[src/rtl/tmr_result_fifo.sv]
// Result FIFO behind the TMR voter: first-word-fall-through storage of {TMR_error, data} words,
// with a saturating error counter and an intake halt after the first accepted error-tagged word.
module tmr_result_fifo #(
    parameter int unsigned DATA_LEN  = 8,
    parameter int unsigned DEPTH     = 4,
    parameter int unsigned ERR_CNT_W = 4
) (
    input  logic                 clk,
    input  logic                 reset,
    input  logic [DATA_LEN-1:0]  data_in,
    input  logic                 in_valid,
    input  logic                 TMR_error,
    input  logic                 halt_clr,
    output logic [DATA_LEN-1:0]  out_data,
    output logic                 out_err,
    output logic                 out_valid,
    input  logic                 out_ready,
    output logic                 full,
    output logic                 halted,
    output logic                 drop_flag,
    output logic [ERR_CNT_W-1:0] err_count
);

    localparam int unsigned PTR_W = (DEPTH > 1) ? $clog2(DEPTH) : 1;
    localparam int unsigned CNT_W = $clog2(DEPTH + 1);

    typedef enum logic {
        RUN  = 1'b0,
        HALT = 1'b1
    } state_t;

    state_t state;
    state_t state_next;

    logic [DATA_LEN-1:0] mem_data [DEPTH];
    logic                mem_err  [DEPTH];

    logic [PTR_W-1:0]    wr_ptr;
    logic [PTR_W-1:0]    rd_ptr;
    logic [PTR_W-1:0]    wr_ptr_next;
    logic [PTR_W-1:0]    rd_ptr_next;
    logic [CNT_W-1:0]    count;
    logic [CNT_W-1:0]    count_next;
    logic                push;
    logic                pop;
    logic [DATA_LEN-1:0] head_data_next;
    logic                head_err_next;

    // full/halted are the registered values, so intake never depends on a same-cycle pop
    assign push = in_valid & ~full & ~halted;
    assign pop  = out_valid & out_ready;

    // Pointer and occupancy update
    always_comb begin
        wr_ptr_next = wr_ptr;
        rd_ptr_next = rd_ptr;
        if (push) begin
            wr_ptr_next = wr_ptr + PTR_W'(1);
        end
        if (pop) begin
            rd_ptr_next = rd_ptr + PTR_W'(1);
        end
        count_next = count + CNT_W'(push) - CNT_W'(pop);
    end

    // Head word for next cycle; the word being written is the head only when it lands on rd_ptr_next
    always_comb begin
        head_data_next = '0;
        head_err_next  = 1'b0;
        if (count_next != '0) begin
            if (push && (wr_ptr == rd_ptr_next)) begin
                head_data_next = data_in;
                head_err_next  = TMR_error;
            end else begin
                head_data_next = mem_data[rd_ptr_next];
                head_err_next  = mem_err[rd_ptr_next];
            end
        end
    end

    // Intake control FSM
    always_comb begin
        state_next = state;
        case (state)
            RUN: begin
                if (push && TMR_error) begin
                    state_next = HALT;
                end
            end
            HALT: begin
                if (halt_clr && (count == '0)) begin
                    state_next = RUN;
                end
            end
        endcase
    end

    always_ff @(posedge clk or posedge reset) begin
        if (reset) begin
            state <= RUN;
        end else begin
            state <= state_next;
        end
    end

    // Storage array carries no reset; the valid window is defined by the pointers
    always_ff @(posedge clk) begin
        if (push) begin
            mem_data[wr_ptr] <= data_in;
            mem_err[wr_ptr]  <= TMR_error;
        end
    end

    always_ff @(posedge clk or posedge reset) begin
        if (reset) begin
            wr_ptr    <= '0;
            rd_ptr    <= '0;
            count     <= '0;
            out_valid <= 1'b0;
            full      <= 1'b0;
            halted    <= 1'b0;
            out_data  <= '0;
            out_err   <= 1'b0;
        end else begin
            wr_ptr    <= wr_ptr_next;
            rd_ptr    <= rd_ptr_next;
            count     <= count_next;
            out_valid <= (count_next != '0);
            full      <= (count_next == CNT_W'(DEPTH));
            halted    <= (state_next == HALT);
            out_data  <= head_data_next;
            out_err   <= head_err_next;
        end
    end

    // Sticky drop indication and saturating error count
    always_ff @(posedge clk or posedge reset) begin
        if (reset) begin
            drop_flag <= 1'b0;
            err_count <= '0;
        end else begin
            if (in_valid && (full || halted)) begin
                drop_flag <= 1'b1;
            end
            if (push && TMR_error && (err_count != '1)) begin
                err_count <= err_count + ERR_CNT_W'(1);
            end
        end
    end

endmodule

[config.mk]
export PLATFORM = sky130hd
export DESIGN_NAME = tmr_result_fifo
export DESIGN_NICKNAME = d
export VERILOG_FILES = /design/src/rtl/tmr_result_fifo.sv
export SDC_FILE = /design/constraint.sdc
export NUM_CORES = 1
export LEC_CHECK = 0
export ABC_AREA = 1
export BUFFER_PORTS_ARGS = -buffer_cell sky130_fd_sc_hd__buf_2
export CAP_MARGIN = 30
export CORE_MARGIN = 5
export CORE_UTILIZATION = 37
export CTS_BUF_LIST = sky130_fd_sc_hd__clkbuf_2 sky130_fd_sc_hd__clkbuf_4 sky130_fd_sc_hd__clkbuf_8
export CTS_CLUSTER_DIAMETER = 60
export DETAILED_ROUTE_END_ITERATION = 10
export GPL_ROUTABILITY_DRIVEN = 0
export GPL_TIMING_DRIVEN = 0
export PLACE_DENSITY_LB_ADDON = 0.3
export SETUP_SLACK_MARGIN = 0.3
export SYNTH_ARGS = -nofsm -noshare
export SYNTH_HDL_FRONTEND = slang
export SYNTH_SLANG_ARGS = --single-unit
export TNS_END_PERCENT = 10
[constraint.sdc]
create_clock -name clk -period 4.8 [get_ports clk]
set_input_delay 0.24 -clock clk [delete_from_list [all_inputs] [get_ports clk]]
set_output_delay 0.24 -clock clk [all_outputs]
set_load 0.05 [all_outputs]
== Yosys cells after proc, flatten, opt, wreduce, memory -nomap -nowiden ==
Memories as Yosys holds them, arrays and structs flattened.
Index checks and enable logic that the tools add are counted.

* Register bits: 24
* Bits in latches: 0
* Bits in writable memories: 36
* Memory bits (read-only): 0
* Input port bits: 14
* Output and inout port bits: 17
* Word-level logic and storage cells: 43
* Memories: 2

{| class="wikitable"
|+ Memories
! name !! words !! bits a word !! read ports !! clocked after Yosys merged registers in !! wr ports !! line !! text
|-
| mem_data || 4 || 8 || 1 || 0 || 1 || 35 || <nowiki>logic [DATA_LEN-1:0] mem_data [DEPTH];</nowiki>
|-
| mem_err || 4 || 1 || 1 || 0 || 1 || 36 || <nowiki>logic mem_err [DEPTH];</nowiki>
|}

* $add $sub $neg: 5
* $mul: 0
* Divide/modulo/power cells: 0
* Magnitude comparators: 0
* Equal/unequal tests: 3
* Shifts and indexed selects: 0
* Mux-type cells: 10
* Bitwise operators: 5
* Reduce and logical (&&, ||, !) cells: 8

{| class="wikitable"
|+ Operator list
! kind !! count
|-
| 2-to-1 mux 8 bit || 2
|-
| 2-to-1 mux 1 bit || 6
|-
| logical AND 1 bit || 5
|-
| adder 2 x 1 -> 2 bit, second input constant || 2
|-
| adder 4 x 1 -> 4 bit, second input constant || 1
|-
| != test 4 bit, second input constant || 1
|-
| adder 3 x 1 -> 3 bit || 1
|-
| AND 1 bit || 3
|-
| equality test 3 bit, second input constant || 1
|-
| zero test 3 bit || 1
|-
| nonzero test 3 bit || 1
|-
| subtractor 3 x 1 -> 3 bit || 1
|-
| equality test 2 bit || 1
|-
| 2-to-1 mux 2 bit || 1
|-
| inverter 1 bit || 2
|-
| case mux 1 bit (2 select lines) || 1
|-
| logical OR 1 bit || 1
|}

== Logic depth before layout (Yosys ltp) ==
* Depth after elaboration: 7
* Depth in mapped cells: 12
* Mapped depth without buffers: 12

== Worst setup path after synthesis ==
OpenSTA, ideal clock, no wires.

* Path kind: reg2reg
* From: register halted
* To: register out_data[0]
* Setup time: 117 ps
* Arrival time: 2479 ps
* Path slack: 2204 ps
* Cell stages (with the launch flop): 13
* Path buffers: 0
* Clock period less this slack: 2596 ps
* Path through: dfrtp_1 -> nor2_2 -> nand2_2 -> ha_1 -> inv_1 -> ha_1 -> inv_1 -> fa_1 -> xor2_1 -> xnor2_1 -> nand2_1 -> nand2_1 -> nor2_1

* Word-level cells in the longest chain between the ends: 6
* Elaborated cells on any way between the ends: 8

{| class="wikitable"
|+ Ends and longest elaborated chain
! what !! line !! text
|-
| start: declaration || 19 || <nowiki>output logic halted,</nowiki>
|-
| start signal: assignment || 130 || <nowiki>halted <= (state_next == HALT);</nowiki>
|-
| inverter 1 bit (*) || - ||
|-
| AND 1 bit (*) || 50 || <nowiki>assign push = in_valid & ~full & ~halted;</nowiki>
|-
| adder 3 x 1 -> 3 bit || 63 || <nowiki>count_next = count + CNT_W'(push) - CNT_W'(pop);</nowiki>
|-
| subtractor 3 x 1 -> 3 bit || 63 ||
|-
| nonzero test 3 bit || 70 || <nowiki>if (count_next != '0) begin</nowiki>
|-
| 2-to-1 mux 8 bit (*) || 70 ||
|-
| named net head_data_next[0] || 46 || <nowiki>logic [DATA_LEN-1:0] head_data_next;</nowiki>
|-
| end signal: assignment || 131 || <nowiki>out_data <= head_data_next;</nowiki>
|-
| end: declaration || 14 || <nowiki>output logic [DATA_LEN-1:0] out_data,</nowiki>
|}

Mark *: on every way through the listed nets, which the timed path passes. The rest lies on a longest branch.
A chain may end at the register's enable or synchronous reset.

== Worst setup path after layout ==
Same ends and word-level chain as after synthesis.

==> flow_metrics.tcl <==
set metrics [dict create \
    outcome "finished, final reports clean" \
    synth_nets 293 \
    internal-power_mw 1.18 \
    die_area_um2 9460 \
    wl_um 5880 \
    yosysWarnings 0 \
    final_cell_mix "nand2_1, inv_1, edfxtp_1" \
    drc_errors 0 \
    ir_worst_vdd_mv 0.322 \
    syn-cell-area_um2 2820 \
    p_per_area_nw_per_um2 664 \
    pwr-share-clk_pct 17.7 \
    tightest_slew_ns 1.01 \
    initial_core_util_pct 38.5 \
    numCtsBuffers 9 \
    cts_resized 0 \
    routed_via_density 4.67 \
    swShare_pct 46.3 \
    p_switching_mw 1.01 \
    syn2layout_area_growth_pct 17.0 \
    synth_seq_cells 60 \
    cts_buffer_depth 2 \
    postCtsSetupRepairBufs 0 \
    syn_inst 271 \
    skew_ns 0.0105 \
    postLayoutCoreUtil_pct 45.0 \
    max-cap-violations 0 \
    cts.sinks 60 \
    gr-total-overflow 0 \
    max_slew_margin_pct 32.4 \
    cts_hold_buf 1 \
    grt_pass1_wl_um 9720 \
    p_seq_share_pct 34.6 \
    critPathLaunchType "register" \
    final_common_cell "nand2_1" \
    root_buffer "clkbuf_8" \
    dr.pass1.iters 5 \
    antenna_found_initial 0 \
    io_buffer_count 30 \
    dieHeight_um 97.3 \
    tns_ns 0 \
    dp_hpwl_um 3880 \
    grt_start_max_net_pins 19 \
    die_w_um 97.3 \
    cts_tree "yes" \
    grt_use_met1_pct 16.1 \
    path_clk_slew_ns 0.07 \
    cp.required_ns 5.03 \
    postSynthAreaPerCell_um2 10.4 \
    met2_usage_pct 22.2 \
    fp-row-count 31 \
    track_usage_pct 13.5 \
    min_path_type "in2reg" \
    final_area_um2 3300 \
    n_antenna_cell 0 \
    core_um2 7330 \
    grt_pass1_vias 1991 \
    grt.busiest_layer "met2" \
    finalCriticalPeriod_ns 2.75 \
    rsz0062_at_grt "false" \
    path_class "reg2reg" \
    htree_num_levels 3 \
    grtUsageMet3_pct 3.02 \
    wl_per_cell_um 14.1 \
    setup_violations 0 \
    final_nets 336 \
    drv_slew 0 \
    ys_types 27 \
    dpl-instance-area_um2 3120 \
    combPwrFrac_pct 47.7 \
    crit_arrival_ns 2.97 \
    cp_max_fo 10 \
    n_fill_cell 695 \
    ant_nets 0 \
    vias 1953 \
    clock_latency_ns 0.34 \
    ys_seq_area_share_pct 59.7 \
    drtIter0Drc 96 \
    hold_viol_final 0 \
    cp-end-kind "register" \
    p_leak_nw 1.55 \
    post-route-period-util_pct 57.3 \
    drive_gt1_share_pct 21.3 \
    timing.fmax_ghz 0.364 \
    ioPinCount 31 \
]
flip-flops by register name, summed over array words and instances (netlist names):
name	count
out_valid	1
out_err	1
full	1
drop_flag	1
wr_ptr	2
mem_data	32
out_data	8
err_count	4
mem_err	4
count	3
halted	1
rd_ptr	2
cells in the mapped netlist:
cell | count | area, um2
nand2_1 | 49 | 184
inv_1 | 43 | 161
edfxtp_1 | 36 | 1080
nand3_1 | 33 | 165
nor2_1 | 25 | 93.8
dfrtp_1 | 24 | 601
nand3b_1 | 18 | 135
ha_1 | 7 | 87.6
nand2_2 | 6 | 37.5
buf_6 | 3 | 33.8
o21ai_0 | 3 | 15.0
xnor2_1 | 3 | 26.3
xor2_1 | 3 | 26.3
buf_2 | 2 | 10.0
inv_2 | 2 | 7.51
nand3_2 | 2 | 20.0
nand3_4 | 2 | 35.0
buf_1 | 1 | 3.75
buf_4 | 1 | 7.51
fa_1 | 1 | 20.0
nand2_4 | 1 | 11.3
nand4_1 | 1 | 6.26
nor2_2 | 1 | 6.26
nor2_4 | 1 | 11.3
nor2_8 | 1 | 20.0
nor3_1 | 1 | 5.00
o21bai_1 | 1 | 7.51
layer usage:
| layer | vias up | share of wire [%] |
|---|---|---|
| met4 | 0 | 2.8 |
| met5 | - | 0 |
| met3 | 13 | 4.9 |
| met2 | 47 | 51 |
| li1 | 968 | - |
| met1 | 925 | 41 |
final timing paths:
path | to | slack (ns) | startpoint | depth (start not counted)
setup reg to reg | out_data[0] | 2.05 | halted | 12
setup / recovery | out_data[0] | 2.05 | halted | 12
hold / removal | mem_data[0][3] | 0.13 | data_in[3] | 1
min in group asynchronous | err_count[3] | 0.42 | reset | 3
hold reg to reg | drop_flag | 0.48 | drop_flag | 1
max in group asynchronous | out_data[2] | 3.97 | reset | 4
stage by stage:
stage | instances | worst slack, ns | hold WS [ns] | total power, mW
6_report | 418 | 2.05 | 0.125 | 2.19
3_5_place_dp | 401 | 2.02 | 0.223 | 1.83
3_3_place_gp | 400 | 2.13 | 0.454 | 1.80
5_1_grt | 418 | 1.87 | 0.127 | 2.36
4_1_cts | 418 | 2.02 | 0.110 | 2.22
2_1_floorplan | 271 | 2.20 | 0.255 | 1.56
cell families (layout without fill, tap and decap cells):
family / Yosys count / in the layout / share of synthesized area [%]
XOR/XNOR: 6 / 6 / 1.86
adder cells (fa/ha/maj): 8 / 8 / 3.82
buffers and inverters: 52 / 100 / 7.94
AO/OA/AOI/OAI: 4 / 4 / 0.799
flip-flops: 60 / 60 / 59.7
AND/OR/NAND/NOR: 141 / 141 / 25.9
final cells by class:
class | count | area [um2] | share of cell area [%]
flip-flops and latches | 60 | 1680 | 51.0
multi-input cells | 159 | 913 | 27.7
repair buffers | 32 | 188 | 5.69
inverters | 45 | 169 | 5.12
clock buffers | 9 | 124 | 3.76
well taps | 99 | 124 | 3.76
plain buffers | 7 | 55.1 | 1.67
clock inverters | 7 | 43.8 | 1.33
power by group through the flow:
stage	Clock [mW]	Sequential (mW)	Combinational (mW)
2_1_floorplan	0	0.976	0.583
3_3_place_gp	0	0.765	1.03
3_5_place_dp	0	0.768	1.06
4_1_cts	0.398	0.760	1.06
5_1_grt	0.422	0.774	1.16
6_report	0.387	0.758	1.05
worst max-delay path, stage by stage, from the launching register on:
cell,delay (ns)
dfrtp_1,0.41
nor2_2,0.14
nand2_2,0.17
ha_1,0.33
inv_1,0.06
ha_1,0.12
inv_1,0.05
fa_1,0.38
xor2_1,0.16
xnor2_1,0.23
nand2_1,0.34
nand2_1,0.17
nor2_1,0.07
Power figures use the tool's default switching activity.
